--- src/rtl/hazard_ctrl.sv ---
// Hazard controller for the decode/execute pipe: load-use/RAW stalls, branch flushes,
// memory-busy freeze with watchdog, operand forwarding. Optional macro: HAZARD_FWD_EN.
module hazard_ctrl #(
  parameter int REG_W       = 5,
  parameter int MEM_TIMEOUT = 15,
  parameter int CNT_W       = 16
) (
  input  logic             clk,
  input  logic             rst,
  input  logic [REG_W-1:0] i_src1_D,
  input  logic [REG_W-1:0] i_src2_D,
  input  logic             i_use_src1_D,
  input  logic             i_use_src2_D,
  input  logic [REG_W-1:0] i_src1_E,
  input  logic [REG_W-1:0] i_src2_E,
  input  logic [REG_W-1:0] i_Write_Reg_E,
  input  logic             i_REGWrite_E,
  input  logic             i_MEMRead_E,
  input  logic [REG_W-1:0] i_Write_Reg_M,
  input  logic             i_REGWrite_M,
  input  logic [REG_W-1:0] i_Write_Reg_W,
  input  logic             i_REGWrite_W,
  input  logic             i_Branch_E,
  input  logic             i_Taken_E,
  input  logic             i_mem_busy,
  output logic             o_stall_F,
  output logic             o_stall_D,
  output logic             o_stall_E,
  output logic             o_flush_D,
  output logic             o_flush_E,
  output logic [1:0]       o_fwd1_E,
  output logic [1:0]       o_fwd2_E,
  output logic             o_mem_err,
  output logic [CNT_W-1:0] o_stall_cnt,
  output logic [1:0]       o_state
);

  typedef enum logic [1:0] {
    S_RUN         = 2'd0,
    S_MEM_WAIT    = 2'd1,
    S_ERR_RECOVER = 2'd2
  } state_e;

  state_e           state_q, state_d;
  logic [7:0]       busy_cnt_q, busy_cnt_d;
  logic [8:0]       busy_inc;
  logic             mem_err_q, mem_err_d;
  logic [CNT_W-1:0] stall_cnt_q, stall_cnt_d;

  logic       hit_e, data_hz, taken;
  logic [1:0] fwd1, fwd2;

  assign hit_e = (i_Write_Reg_E != '0) &&
                 ((i_use_src1_D && (i_src1_D == i_Write_Reg_E)) ||
                  (i_use_src2_D && (i_src2_D == i_Write_Reg_E)));
  assign taken    = i_Branch_E & i_Taken_E;
  assign busy_inc = {1'b0, busy_cnt_q} + 9'd1;

`ifdef HAZARD_FWD_EN
  function automatic logic [1:0] fwd_sel(input logic [REG_W-1:0] src,
                                         input logic [REG_W-1:0] wr_m, input logic we_m,
                                         input logic [REG_W-1:0] wr_w, input logic we_w);
    logic [1:0] sel;
    sel = 2'b00;
    if (src != '0) begin
      if (we_m && (wr_m == src))      sel = 2'b01;
      else if (we_w && (wr_w == src)) sel = 2'b10;
    end
    return sel;
  endfunction

  assign data_hz = i_MEMRead_E & i_REGWrite_E & hit_e;
  assign fwd1    = fwd_sel(i_src1_E, i_Write_Reg_M, i_REGWrite_M, i_Write_Reg_W, i_REGWrite_W);
  assign fwd2    = fwd_sel(i_src2_E, i_Write_Reg_M, i_REGWrite_M, i_Write_Reg_W, i_REGWrite_W);
`else
  logic hit_m;
  logic unused_fwd;

  assign hit_m = (i_Write_Reg_M != '0) &&
                 ((i_use_src1_D && (i_src1_D == i_Write_Reg_M)) ||
                  (i_use_src2_D && (i_src2_D == i_Write_Reg_M)));
  // Without bypass paths every E/M writer must drain; W is covered by write-first regfile.
  assign data_hz    = (i_REGWrite_E & hit_e) | (i_REGWrite_M & hit_m);
  assign fwd1       = 2'b00;
  assign fwd2       = 2'b00;
  assign unused_fwd = ^{i_src1_E, i_src2_E, i_Write_Reg_W, i_REGWrite_W, i_MEMRead_E};
`endif

  always_comb begin
    state_d    = state_q;
    busy_cnt_d = busy_cnt_q;
    mem_err_d  = mem_err_q;
    o_stall_F  = 1'b0;
    o_stall_D  = 1'b0;
    o_stall_E  = 1'b0;
    o_flush_D  = 1'b0;
    o_flush_E  = 1'b0;
    o_fwd1_E   = fwd1;
    o_fwd2_E   = fwd2;
    case (state_q)
      S_RUN, S_MEM_WAIT: begin
        if (i_mem_busy) begin
          o_stall_F = 1'b1;
          o_stall_D = 1'b1;
          o_stall_E = 1'b1;
          // busy_inc counts the current cycle, so the watchdog trips at the end of cycle MEM_TIMEOUT
          if (busy_inc >= 9'(MEM_TIMEOUT)) begin
            mem_err_d  = 1'b1;
            busy_cnt_d = '0;
            state_d    = S_ERR_RECOVER;
          end else begin
            busy_cnt_d = busy_inc[7:0];
            state_d    = S_MEM_WAIT;
          end
        end else begin
          busy_cnt_d = '0;
          state_d    = S_RUN;
          if (taken) begin
            o_flush_D = 1'b1;
            o_flush_E = 1'b1;
          end else if (data_hz) begin
            o_stall_F = 1'b1;
            o_stall_D = 1'b1;
            o_flush_E = 1'b1;
          end
        end
      end
      S_ERR_RECOVER: begin
        o_flush_D = 1'b1;
        o_flush_E = 1'b1;
        state_d   = S_RUN;
      end
      default: begin
        busy_cnt_d = '0;
        state_d    = S_RUN;
      end
    endcase
    if (rst) begin
      o_stall_F = 1'b0;
      o_stall_D = 1'b0;
      o_stall_E = 1'b0;
      o_flush_D = 1'b1;
      o_flush_E = 1'b1;
      o_fwd1_E  = 2'b00;
      o_fwd2_E  = 2'b00;
    end
  end

  assign stall_cnt_d = (o_stall_D && (stall_cnt_q != '1)) ? stall_cnt_q + 1'b1 : stall_cnt_q;

  always_ff @(posedge clk) begin
    if (rst) begin
      state_q     <= S_RUN;
      busy_cnt_q  <= '0;
      mem_err_q   <= 1'b0;
      stall_cnt_q <= '0;
    end else begin
      state_q     <= state_d;
      busy_cnt_q  <= busy_cnt_d;
      mem_err_q   <= mem_err_d;
      stall_cnt_q <= stall_cnt_d;
    end
  end

  assign o_mem_err   = mem_err_q;
  assign o_stall_cnt = stall_cnt_q;
  assign o_state     = state_q;

endmodule

--- config.mk ---
export PLATFORM = sky130hd
export DESIGN_NAME = hazard_ctrl
export DESIGN_NICKNAME = d
export VERILOG_FILES = /design/src/rtl/hazard_ctrl.sv
export SDC_FILE = /design/constraint.sdc
export NUM_CORES = 1
export LEC_CHECK = 0
export ABC_AREA = 1
export CORE_MARGIN = 3
export CORE_UTILIZATION = 30
export CTS_CLUSTER_DIAMETER = 150
export DETAILED_ROUTE_END_ITERATION = 10
export REMOVE_ABC_BUFFERS = 1
export SLEW_MARGIN = 20
export SYNTH_ARGS = -nofsm -noshare
export SYNTH_HDL_FRONTEND = slang
export SYNTH_SLANG_ARGS = --single-unit
--- constraint.sdc ---
create_clock -name clk -period 3.49 [get_ports clk]
set_input_delay 0.698 -clock clk [delete_from_list [all_inputs] [get_ports clk]]
set_output_delay 0.698 -clock clk [all_outputs]
set_load 0.03 [all_outputs]
==> flow_summary.ini, run 1 <==
[critical_path]
crit_fanout = 5
critical_path_class = in -> out
cp-start-kind = primary input
path_common_cell = clkdlybuf4s50_1
cp_cell_sequence = clkdlybuf4s50_1 -> nand2_1 -> nor2_1 -> clkdlybuf4s50_1
r2r_start = busy_cnt_q[0]$_SDFFE_PP0P_
rr_worst_depth = 10
r2r_slack_ns = 1.54
arrival_ns = 2.22
critPathTopFamily = buffers and inverters
crit_slowest_cell = clkdlybuf4s50_1
cp-end-kind = output pin
cpPeakStageDelay_ns = 0.71
worstReg2RegEnd = o_mem_err$_SDFFE_PP0P_
required_ns = 2.79
crit_buf_inv = 2

[synth]
synth_top_cell_by_area = dfxtp_1
yosysSeqAreaShare_pct = 26.6
yosys-top-cells-area = dfxtp_1 27%, nand2_1 20%, nor2_1 10%
synth_cell_type_count = 27
synthesis.area_mm2 = 0.00203
ys_ff_latch = 27
yosysWarningCount = 0
netlist.area_leader.share_pct = 26.6
syn_area_per_cell_um2 = 5.88
syn_inst = 346

[power]
pwr-share-comb_pct = 24.2
p_switching_uw = 206
seq_power_share_pct = 48.2
p_leak_nw = 1.21
p_per_area_mw_per_mm2 = 254
swShare_pct = 30.6
internal_power_uw = 468
clkPwrFrac_pct = 27.6
ir_drop_mv = 0.137

[layout]
n_fill_cell = 713
area_growth_pct = 30.3
final_cell_mix = 111 x nand2_1, 55 x nor2_1, 49 x inv_1
final-seq-area_um2 = 541
final_nets = 448
multi_input_area_mm2 = 0.00124
final_common_cell = nand2_1
drive_gt1_share_pct = 8.54
final_core_utilization_pct = 41.1
final_cell_area_mm2 = 0.00265
antenna_cells = 0

[min_path]
worstHoldEndpoint = busy_cnt_q[7]$_SDFFE_PP0P_
min_path_type = reg -> reg
min_from = busy_cnt_q[7]$_SDFFE_PP0P_
hold_depth = 2

[global_routing]
grt_usage_pct = 13.1
antenna_found_initial = 0
grt_first_pass_wirelength_mm = 8.34
grt_start_max_net_pins = 26
grt_overflow = 0
grt_pass1_vias = 1932

[clock_tree]
post_cts_buffers = 0
cts.sinks = 27
clock-root-buffer = clkbuf_8
cts_max_path_buffers = 2
hold_buffers = 0
clkLatencyLatePin_ns = 0.28
h-tree-depth = 1
cts_buffers = 3
cts_tree = built
clkSlewWorstSetupHoldPaths_ns = 0.09
cts_resized = 0

[sta]
finalHoldViolations = 0
post-route-period-util_pct = 83.7
finalClockSkew_ns = 0.00447
setup_ws_ns = 0.567
layout_min_cycle_time_ns = 2.92
fmax_mhz = 342
finalMaxSlewViolations = 0
slew_headroom_pct = 62.4
setup_viol = 0
fin_tns_setup_ns = 0
rsz0062_at_grt = no
worst_pin_slew_ns = 0.560

[route]
routedWlPerCell_um = 10.4
via_per_inst = 4.53
drt-initial-drc-count = 83
ant_nets = 0
drt-pass1-iter-count = 4
vias = 2150
wirelength_mm = 4.95
drcViolationCount = 0

[floorplan]
boundaryPins = 74
die_x_um = 88.4
std_cell_rows = 29
dieHeight_um = 88.4
coreArea_mm2 = 0.00646
start_util_pct = 31.5
die_area_mm2 = 0.00781

[run]
max_cap_violations = 0

[placed_design]
placed_area_mm2 = 0.00261
dp_slack_ns = 0.562
port_buffers = 52
hpwlAfterDp_mm = 4.00
place_congestion = 0.827

[outcome]
outcome = finished clean
cell families after synthesis:
family                   count (synthesis)  synth area share (%)
AO/OA/AOI/OAI                           20                  5.04
XOR/XNOR                                 7                  3.01
adder cells (fa/ha/maj)                  3                  1.85
buffers and inverters                   61                  12.9
flip-flops                              27                  26.6
other                                    1                 0.184
AND/OR/NAND/NOR                        227                  50.5
synth_stat cells:
master,number
nand3_1,20
a21oi_1,14
nand2_1,111
inv_1,49
and3_1,1
o21ai_0,5
nand3b_1,1
nand3_2,5
clkbuf_1,1
nand3_4,2
conb_1,1
nand2_2,3
dfxtp_1,27
nor2_4,3
nor3_1,8
buf_2,1
inv_2,2
or2_2,1
xnor2_1,1
a21o_1,1
clkinv_4,1
ha_1,3
xor2_1,6
nor2_1,55
nand4_1,9
buf_4,7
nor2_2,8
routing by layer:
metal | part of all wire, % | track usage [%]
met5 | 0 | 0
met3 | 4.8 | 1.96
met4 | 1.2 | 3.30
met1 | 45 | 16.8
met2 | 49 | 23.1
per-stage QoR:
stage / hold slack (ns) / power [mW] / cells
floorplan: 0.433 / 0.420 / 340
global placement: 0.441 / 0.496 / 471
detailed placement: 0.447 / 0.497 / 471
CTS: 0.468 / 0.683 / 475
global route: 0.507 / 0.711 / 475
finish: 0.465 / 0.674 / 475
power groups by stage:
stage / Combinational (mW) / Clock (mW) / Sequential, mW
2_1_floorplan: 0.0780 / 0 / 0.342
3_3_place_gp: 0.163 / 0 / 0.332
3_5_place_dp: 0.165 / 0 / 0.332
4_1_cts: 0.165 / 0.192 / 0.325
5_1_grt: 0.181 / 0.203 / 0.327
6_report: 0.163 / 0.186 / 0.325
state kept, by name (all words and copies together), names as in the netlist:
signal,flops
o_state,2
o_stall_cnt,16
o_mem_err,1
busy_cnt_q,8
layout make-up:
| type | instances | area share (%) |
|---|---|---|
| tap | 77 | 3.63 |
| sequential | 27 | 20.4 |
| timing repair buffer | 54 | 19.8 |
| clock buffer | 4 | 1.70 |
| inverter | 52 | 7.55 |
| multi-input combinational | 261 | 46.9 |
worst max path at each step:
stage                           from   endpoint  slack, ns  cells past startpoint
finish                    i_mem_busy  o_stall_E       0.57                      4
detailed placement        i_mem_busy  o_stall_E       0.56                      4
floorplan                 i_mem_busy  o_stall_D       0.85                      4
CTS                       i_mem_busy  o_stall_E       0.55                      4
global placement          i_mem_busy  o_stall_E       0.55                      4
global route        i_Write_Reg_M[4]  o_stall_F       0.44                     12
tightest hold or removal path, cell delays in order (launching register included):
cell and delay [ns]:
dfxtp_1 0.32, inv_1 0.06, nor3_1 0.05
(Power assumes the default switching activity.)
==> run 2, diff against run 1 <==
==> constraint.sdc (replaced) <==
create_clock -name clk -period 2.6 [get_ports clk]
set_input_delay 0.52 -clock clk [delete_from_list [all_inputs] [get_ports clk]]
set_output_delay 0.52 -clock clk [all_outputs]
set_load 0.03 [all_outputs]
==> run 2 against run 1 <==
Worst hold slack gained 0.00051 ns. Flip-flop and latch count is the same. Clock-buffer cell count stayed put. Critical path type unchanged. Largest power group unchanged.
==> flow_summary.ini, run 2 (synthesized netlist as in run 1, its figures left out) <==
[layout]
n_fill_cell = 704
final_common_cell = nand2_1
drive_gt1_share_pct = 9.73
final_cell_area_mm2 = 0.00271
area_growth_pct = 33.4
antenna_cells = 0
largest_reg_flops = 16
final_nets = 451
final_cell_mix = 111 x nand2_1, 55 x nor2_1, 48 x inv_1

[route]
vias = 2181
wirelength_mm = 5.04
drcViolationCount = 0
drt-initial-drc-count = 75
ant_nets = 0
via_per_inst = 4.56
drt-pass1-iter-count = 4
routedWlPerCell_um = 10.6

[floorplan]
coreArea_mm2 = 0.00646
std_cell_rows = 29
dieHeight_um = 88.4
die_area_mm2 = 0.00781
start_util_pct = 31.5
boundaryPins = 74
die_x_um = 88.4

[clock_tree]
clkSlewWorstSetupHoldPaths_ns = 0.09
cts_max_path_buffers = 2
cts.sinks = 27
cts_tree = built
clock-root-buffer = clkbuf_8
cts_buffers = 3
h-tree-depth = 1
post_cts_buffers = 0
clkLatencyLatePin_ns = 0.27

[sta]
fmax_mhz = 395
setup_ws_ns = 0.0664
setup_viol = 0
layout_min_cycle_time_ns = 2.53
finalMaxSlewViolations = 0
finalClockSkew_ns = 0.00321
slew_headroom_pct = 62.9
post-route-period-util_pct = 97.4
worst_pin_slew_ns = 0.552
finalHoldViolations = 0

[critical_path]
crit_fanout = 4
critPathLaunch = i_src1_D[1]
cp-end-kind = output pin
critical_path_class = in -> out
cp-start-kind = primary input
r2r_start = busy_cnt_q[0]$_SDFFE_PP0P_
arrival_ns = 2.01
required_ns = 2.08

[global_routing]
grt_start_max_net_pins = 17
grt_usage_pct = 13.0
grt_first_pass_wirelength_mm = 8.27
antenna_found_initial = 0
grt_overflow = 0
grt_pass1_vias = 1915

[power]
p_per_area_mw_per_mm2 = 335
swShare_pct = 30.4
p_switching_uw = 276
seq_power_share_pct = 48.0
ir_drop_mv = 0.158
p_leak_nw = 1.31
clkPwrFrac_pct = 27.1
internal_power_uw = 634
pwr-share-comb_pct = 24.9

[min_path]
min_path_type = reg -> reg
min_from = busy_cnt_q[7]$_SDFFE_PP0P_

[placed_design]
place_congestion = 0.810
port_buffers = 52
placed_area_mm2 = 0.00264
hpwlAfterDp_mm = 4.08
dp_slack_ns = 0.0659

[outcome]
outcome = finished clean

[run]
max_cap_violations = 0
==> run 2: cell count changes in the layout (fill, tap and decap cells not counted), sizes merged <==
cell,delta
clkdlybuf4s50,-10
dlymetal6s2s,+9
buf,+4
==> run 2: through the flow <==
stage	std cells	utilization [%]	hold WS, ns	setup TNS (ns)	power [mW]
3_5_place_dp	474	40.9	0.458	0	0.675
6_report	478	42.0	0.466	0	0.910
2_1_floorplan	340	-	0.433	0	0.564
4_1_cts	478	41.6	0.473	0	0.924
5_1_grt	478	42.0	0.499	-0.0635	0.957
3_3_place_gp	474	40.9	0.442	0	0.672
==> run 2: metal layers <==
layer	up-vias	track usage (%)	routed length, um
met4	0	3.71	76
met3	6	2.05	240
met2	52	21.9	2410
met5	-	0	0
li1	1169	-	-
met1	954	17.2	2310
==> run 2: path summary, 6_finish.rpt <==
path | endpoint | slack (ns) | depth (start not counted)
setup / recovery | o_stall_F | 0.07 | 12
hold / removal | busy_cnt_q[7]$_SDFFE_PP0P_ | 0.47 | 2
setup reg to reg | o_mem_err$_SDFFE_PP0P_ | 0.66 | 10
hold reg to reg | busy_cnt_q[7]$_SDFFE_PP0P_ | 0.47 | 2
==> run 2: cell type report <==
type                            count  area (um^2)  share of cell area, %
Tap cell                           77         96.3                   3.55
Clock buffer                        4         45.0                   1.66
Sequential cell                    27          541                   19.9
Inverter                           52          200                   7.38
Multi-Input combinational cell    261         1240                   45.8
Timing Repair Buffer               57          588                   21.7
==> run 2: worst max-delay path, cell delays in order <==
cell and delay (ns):
clkdlybuf4s50_1 0.53, inv_1 0.05, nand2_1 0.05, nand2_1 0.05, nor2_1 0.12, nand3_1 0.09
nand2_1 0.07, nand2_1 0.06, nand2_1 0.11, nand2_1 0.07, nand2_2 0.13, buf_6 0.15
==> run 2: power groups by stage <==
stage                     clock, mW  combinational [mW]  sequential [mW]
after floorplan                   0               0.105            0.459
after global routing          0.266               0.252            0.439
after detailed placement          0               0.228            0.447
after CTS                     0.258               0.229            0.437
final                         0.246               0.227            0.437
after global placement            0               0.226            0.446
==> run 2: what timing repair did <==
action | in CTS | in global routing
setup endpoints to repair | 0 | 2
resized for setup | 0 | 12
endpoints found under the hold margin | 0 | 0
hold buffers | 0 | 0
